### src/rtl/seg_capture_if.sv
// Bundle of the sampled 7-segment bus and the decoded results of seg_capture.
// master drives the pins and err_clr; slave is the capture block itself.
interface seg_capture_if;
   logic [3:0] an;
   logic [6:0] seg;
   logic       err_clr;
   logic [3:0] digit1;
   logic [3:0] digit2;
   logic [3:0] digit3;
   logic [3:0] digit4;
   logic [3:0] valid;
   logic       frame_done;
   logic       err;

   modport master (
      output an, seg, err_clr,
      input  digit1, digit2, digit3, digit4, valid, frame_done, err
   );

   modport slave (
      input  an, seg, err_clr,
      output digit1, digit2, digit3, digit4, valid, frame_done, err
   );
endinterface

### src/rtl/seg_capture.sv
// Receive side of a 4-digit multiplexed 7-segment bus: synchronizes the pins, waits for a
// stable window, decodes the lit digit back to hex and flags frames and illegal bus states.
module seg_capture #(
   parameter int unsigned STABLE_CYCLES = 4
) (
   input logic          clk,
   input logic          reset,
   seg_capture_if.slave bus
);

   localparam logic [7:0] CntMax = 8'(STABLE_CYCLES);
   localparam logic [7:0] CntCap = 8'(STABLE_CYCLES - 1);

   logic [10:0]      sync1_q, sync2_q, prev_q;
   logic [7:0]       cnt_q, cnt_d;
   logic             stable, cap;
   logic [3:0]       samp_an;
   logic [6:0]       samp_seg;
   logic             one_low, multi_low;
   logic [1:0]       pos;
   logic [4:0]       dec;
   logic [3:0][3:0]  digit_q, digit_d;
   logic [3:0]       valid_q, valid_d;
   logic [3:0]       seen_q, seen_d;
   logic             frame_done_q, frame_done_d;
   logic             err_q, err_d;
   logic             err_ev;

   // Active-low gfedcba pattern to {legal, value}.
   function automatic logic [4:0] decode(input logic [6:0] s);
      logic [4:0] r;
      case (s)
         7'h40:   r = {1'b1, 4'h0};
         7'h79:   r = {1'b1, 4'h1};
         7'h24:   r = {1'b1, 4'h2};
         7'h30:   r = {1'b1, 4'h3};
         7'h19:   r = {1'b1, 4'h4};
         7'h12:   r = {1'b1, 4'h5};
         7'h02:   r = {1'b1, 4'h6};
         7'h78:   r = {1'b1, 4'h7};
         7'h00:   r = {1'b1, 4'h8};
         7'h10:   r = {1'b1, 4'h9};
         7'h08:   r = {1'b1, 4'hA};
         7'h03:   r = {1'b1, 4'hB};
         7'h46:   r = {1'b1, 4'hC};
         7'h21:   r = {1'b1, 4'hD};
         7'h06:   r = {1'b1, 4'hE};
         7'h0E:   r = {1'b1, 4'hF};
         default: r = {1'b0, 4'h0};
      endcase
      return r;
   endfunction

   // Two-flop synchronizer plus previous-sample register; idle bus level is all ones.
   always_ff @(posedge clk or negedge reset) begin
      if (!reset) begin
         sync1_q <= '1;
         sync2_q <= '1;
         prev_q  <= '1;
      end else begin
         sync1_q <= {bus.an, bus.seg};
         sync2_q <= sync1_q;
         prev_q  <= sync2_q;
      end
   end

   assign stable   = (sync2_q == prev_q);
   assign samp_an  = sync2_q[10:7];
   assign samp_seg = sync2_q[6:0];

   // Stability counter: restart on any change, saturate at the window length.
   always_comb begin
      cnt_d = cnt_q;
      if (!stable) begin
         cnt_d = '0;
      end else if (cnt_q != CntMax) begin
         cnt_d = cnt_q + 8'd1;
      end
   end

   // One strobe per stable window, on the step into saturation.
   assign cap = stable && (cnt_q == CntCap);

   // Classify the anode pattern; pos is the index of the single low anode bit.
   always_comb begin
      one_low = 1'b1;
      pos     = 2'd0;
      case (samp_an)
         4'b1110: pos = 2'd0;
         4'b1101: pos = 2'd1;
         4'b1011: pos = 2'd2;
         4'b0111: pos = 2'd3;
         default: one_low = 1'b0;
      endcase
      multi_low = !one_low && (samp_an != 4'hF);
   end

   assign dec = decode(samp_seg);

   // Capture actions, frame mask and sticky error next-state.
   always_comb begin
      digit_d      = digit_q;
      valid_d      = valid_q;
      err_ev       = 1'b0;
      frame_done_d = (seen_q == 4'hF);
      // A completed mask clears here; a capture this cycle lands in the fresh mask.
      seen_d       = (seen_q == 4'hF) ? 4'h0 : seen_q;
      if (cap) begin
         if (one_low) begin
            seen_d[pos] = 1'b1;
            if (dec[4]) begin
               digit_d[pos] = dec[3:0];
               valid_d[pos] = 1'b1;
            end else begin
               valid_d[pos] = 1'b0;
               err_ev       = 1'b1;
            end
         end else if (multi_low) begin
            err_ev = 1'b1;
         end
      end
      // An error event outranks a simultaneous clear.
      err_d = err_ev | (err_q & ~bus.err_clr);
   end

   // Counter, capture results and flags.
   always_ff @(posedge clk or negedge reset) begin
      if (!reset) begin
         cnt_q        <= '0;
         digit_q      <= '0;
         valid_q      <= '0;
         seen_q       <= '0;
         frame_done_q <= 1'b0;
         err_q        <= 1'b0;
      end else begin
         cnt_q        <= cnt_d;
         digit_q      <= digit_d;
         valid_q      <= valid_d;
         seen_q       <= seen_d;
         frame_done_q <= frame_done_d;
         err_q        <= err_d;
      end
   end

   assign bus.digit1     = digit_q[3];
   assign bus.digit2     = digit_q[2];
   assign bus.digit3     = digit_q[1];
   assign bus.digit4     = digit_q[0];
   assign bus.valid      = valid_q;
   assign bus.frame_done = frame_done_q;
   assign bus.err        = err_q;

endmodule

### src/flat_wrapper.sv
// flat-port wrapper written by rule: the top's interface ports become plain ports
module seg_capture_flat 
#(
   parameter int unsigned STABLE_CYCLES = 4
)
  (clk, reset, bus_an, bus_seg, bus_err_clr, bus_digit1, bus_digit2, bus_digit3, bus_digit4, bus_valid, bus_frame_done, bus_err);
  seg_capture_if bus_i ();
  input logic clk;
  input logic reset;
  input wire logic [$bits(bus_i.an)-1:0] bus_an;
  input wire logic [$bits(bus_i.seg)-1:0] bus_seg;
  input wire logic [$bits(bus_i.err_clr)-1:0] bus_err_clr;
  output wire logic [$bits(bus_i.digit1)-1:0] bus_digit1;
  output wire logic [$bits(bus_i.digit2)-1:0] bus_digit2;
  output wire logic [$bits(bus_i.digit3)-1:0] bus_digit3;
  output wire logic [$bits(bus_i.digit4)-1:0] bus_digit4;
  output wire logic [$bits(bus_i.valid)-1:0] bus_valid;
  output wire logic [$bits(bus_i.frame_done)-1:0] bus_frame_done;
  output wire logic [$bits(bus_i.err)-1:0] bus_err;
  assign bus_i.an = bus_an;
  assign bus_i.seg = bus_seg;
  assign bus_i.err_clr = bus_err_clr;
  assign bus_digit1 = bus_i.digit1;
  assign bus_digit2 = bus_i.digit2;
  assign bus_digit3 = bus_i.digit3;
  assign bus_digit4 = bus_i.digit4;
  assign bus_valid = bus_i.valid;
  assign bus_frame_done = bus_i.frame_done;
  assign bus_err = bus_i.err;
  seg_capture #(.STABLE_CYCLES(STABLE_CYCLES)) u_core (.clk(clk), .reset(reset), .bus(bus_i));
endmodule
### config.mk
export PLATFORM = sky130hd
export DESIGN_NAME = seg_capture_flat
export DESIGN_NICKNAME = d
export VERILOG_FILES = /design/src/rtl/seg_capture_if.sv /design/src/rtl/seg_capture.sv /design/src/flat_wrapper.sv
export SDC_FILE = /design/constraint.sdc
export NUM_CORES = 1
export LEC_CHECK = 0
export CELL_PAD_IN_SITES_DETAIL_PLACEMENT = 1
export CELL_PAD_IN_SITES_GLOBAL_PLACEMENT = 1
export CORE_MARGIN = 3
export CORE_UTILIZATION = 44
export DETAILED_ROUTE_END_ITERATION = 12
export PLACE_DENSITY = 0.82
export REMOVE_ABC_BUFFERS = 1
export SYNTH_ARGS = -nofsm -noshare
export SYNTH_HDL_FRONTEND = slang
export SYNTH_SLANG_ARGS = --single-unit
### constraint.sdc
create_clock -name clk -period 2.65 [get_ports clk]
set_input_delay 0.53 -clock clk [delete_from_list [all_inputs] [get_ports clk]]
set_output_delay 0.53 -clock clk [all_outputs]
set_load 0.01 [all_outputs]
==> flow_metrics.tcl <==
set metrics [dict create \
    status "finished clean" \
    drt_iter0_drc 92 \
    end_kind "flip-flop" \
    netlist_area_um2 2799 \
    yosys-top-cells-area "dfstp_2 31%, dfrtp_1 30%, xor2_1 4.4%" \
    grtUsageMet3_pct 5.091 \
    p_leak_uw 0.001476 \
    hpwlAfterDp_um 4544 \
    globalplace.congestion 0.7705 \
    rr_worst_depth 7 \
    synthSimpleGateAreaFrac_pct 18.51 \
    cts_buffer_depth 2 \
    root_buffer "clkbuf_8" \
    min_period_over_period_pct 92.73 \
    grt_pass1_vias 2153 \
    worst_pin_slew_ns 0.7092 \
    path_cells "xor2_1 -> nor4_1 -> nand3_2 -> buf_4 -> or3_2 -> o21ai_0 -> o21ai_0" \
    diodes 0 \
    synth.most_common_cell "dfrtp_1" \
    dr.pass1.iters 4 \
    vias 1989 \
    synth_xor_area_share_pct 5.320 \
    hold_viol 0 \
    layout-drive-gt1-share_pct 25.61 \
    synth_top_cells_by_count "34 x dfrtp_1, 33 x dfstp_2, 24 x nand2_1" \
    clock_skew_ns 0.007921 \
    die_w_um 85.76 \
    path_clk_slew_ns 0.08 \
    die_area_um2 7354 \
    synth-seq-area-share_pct 61.38 \
    hold_class "in2async" \
    rsz0062_at_grt "false" \
    io_pins 36 \
    drc 0 \
    areaGrowthSynthToFinish_pct 25.21 \
    synth-seq-cells 67 \
    use_met2_pct 33.83 \
    irDropWorstVdd_mv 0.4190 \
    critPathRequiredTime_ns 2.88 \
    synth_top_area_cell "dfstp_2" \
    finalCriticalPeriod_ns 2.457 \
    grtUsageMet1_pct 25.17 \
    crit_path_max_incr_delay_ns 0.67 \
    reg2reg_setup_slack_ns 0.19 \
    rr_startpoint "u_core.sync2_q[1]" \
    synth_adder_area_share_pct 0.8941 \
    grt_pass1_wl_um 11200 \
    maxCapViolCount 0 \
    reg2reg_to "u_core.bus.digit3[2]" \
    clk_latency_ns 0.35 \
    nNetsFinal 300 \
    cpMostUsedCell "o21ai_0" \
    clock_sinks 67 \
    slowest_stage "dfstp_2" \
    postCtsSetupRepairBufs 0 \
    timing.slew.headroom_pct 52.72 \
    core_um2 6026 \
    max_freq_mhz 407.0 \
    grt.total_usage_pct 20.22 \
    viasPerCell 5.464 \
    antenna_found_initial 0 \
    globalRoute.totalOverflow 0 \
    cts_tree "done" \
    synth_top_area_share_pct 30.98 \
    crit_type "reg2reg" \
    row_count 28 \
    synth-compound-area-share_pct 9.700 \
    arrival_ns 2.68 \
    synthMuxAreaShare_pct 1.341 \
    async_flop_share_pct 100.0 \
    port_buffers 35 \
    wl_per_cell_um 18.39 \
    initial_core_util_pct 46.45 \
    synth_edf_count 0 \
    path_buf_inv 1 \
    cp_top_family "simple AND/OR/NAND/NOR gates" \
    grt_max_degree 39 \
    ant_nets 0 \
    fin_total_pwr_uw 2132 \
    netlist_instances 238 \
    syn_avg_cell_area_um2 11.76 \
    cts_hold_buf 0 \
    ys_types 53 \
    synth_ff_type "dfrtp_1" \
    die_h_um 85.76 \
    setup_viol 0 \
    top_usage_layer "met2" \
    cts_buffers 9 \
    totalWireLength_um 6694 \
    synth_top_family_by_area "simple AND/OR/NAND/NOR gates" \
    htreeDepth 3 \
    setup_tns_ns 0 \
    startpoint_type "flip-flop" \
    powerDensity_nw_per_um2 608.3 \
    ys.warnings.count 0 \
    maxSlewViolCount 0 \
    crit_fanout 14 \
]
layer usage:
| metal | share of wire (%) | up-vias |
|---|---|---|
| met3 | 3.6 | 9 |
| met4 | 1.7 | 0 |
| met1 | 43 | 1005 |
| met2 | 52 | 45 |
| li1 | - | 930 |
| met5 | 0 | - |
per-stage QoR:
step	worst slack, ns	hold WS (ns)	std cells	util [%]	instance area, um2
after floorplan	0.1270	0.2344	229	-	2756
after global placement	0.2683	0.3453	348	54.36	3276
after detailed placement	0.2045	0.3482	348	54.36	3276
after CTS	0.09777	0.2364	364	58.02	3496
after global routing	0.01184	0.2590	364	58.16	3505
final	0.1928	0.2257	364	58.16	3505
cell type report:
class	count	area, um2
clock buffers	11	162.7
clock inverters	5	57.56
fillers	641	2521
inverters	10	37.54
multi-input cells	152	1010
flip-flops and latches	67	1718
well taps	75	93.84
repair buffers	44	425.4
power by group:
| group | internal (uW) | switching (uW) | total [uW] | leakage (uW) |
|---|---|---|---|---|
| combinational | 44.2 | 53.5 | 97.7 | 0.000542 |
| sequential | 1070 | 33.6 | 1100 | 0.000822 |
| clock | 518 | 413 | 931 | 0.000111 |
| total | 1630 | 500 | 2130 | 0.00148 |
worst max-delay path by stage:
| stage | slack, ns | cells past startpoint | end | startpoint |
|---|---|---|---|---|
| after detailed placement | 0.20 | 7 | u_core.bus.digit1[0] | u_core.sync2_q[0] |
| after CTS | 0.1 | 7 | u_core.bus.digit1[0] | u_core.sync2_q[0] |
| after global placement | 0.27 | 7 | u_core.bus.digit1[0] | u_core.sync2_q[0] |
| final | 0.19 | 7 | u_core.bus.digit3[2] | u_core.sync2_q[1] |
| after global routing | 0.01 | 7 | u_core.bus.digit3[2] | u_core.sync2_q[1] |
| after floorplan | 0.13 | 6 | u_core.bus.digit4[0] | u_core.sync2_q[5] |
worst register-to-register path, cell delays in order (launching register included):
cell,delay [ns]
dfstp_2,0.67
xor2_1,0.11
nor4_1,0.35
nand3_2,0.16
buf_4,0.22
or3_2,0.54
o21ai_0,0.18
o21ai_0,0.10
state kept, by name (all words and copies together) (netlist names), named ones only:
register / flops
u_core.sync1_q: 11
u_core.bus.digit4: 4
u_core.seen_q: 4
u_core.cnt_q: 8
u_core.sync2_q: 11
u_core.prev_q: 11
u_core.bus.frame_done: 1
u_core.bus.digit2: 4
u_core.bus.digit1: 4
u_core.bus.digit3: 4
u_core.bus.err: 1
cells in the final DEF, fill, tap and decap left out, types with 2 or more instances in the layout:
master / instances
xnor2_1: 3
buf_4: 8
nand2b_1: 2
clkbuf_8: 10
o21ai_0: 8
nor2_1: 16
dfstp_2: 33
nor4b_1: 3
mux2_2: 2
and3_1: 2
nand3_1: 5
and2_1: 2
xor2_1: 14
nand4_1: 4
inv_1: 10
ha_1: 2
nor4_1: 4
a21oi_1: 9
o2bb2ai_1: 6
nand2_1: 24
nor3_1: 7
dfrtp_1: 34
a22oi_1: 3
or4_2: 2
or4_1: 2
nor2b_1: 2
nand3b_1: 3
clkdlybuf4s50_1: 34
cells by family (layout without fill, tap and decap cells):
logic type | count (synthesis) | after routing
buffers and inverters | 19 | 70
XOR/XNOR | 17 | 17
adder cells (fa/ha/maj) | 2 | 2
flip-flops | 67 | 67
AO/OA/AOI/OAI | 39 | 39
AND/OR/NAND/NOR | 91 | 91
multiplexers | 3 | 3
repair_timing:
action | 4_1_cts | 5_1_grt
endpoints found under the setup margin | 0 | 3
resized for setup | 0 | 2
endpoints found under the hold margin | 0 | 0
(Power assumes the default switching activity.)
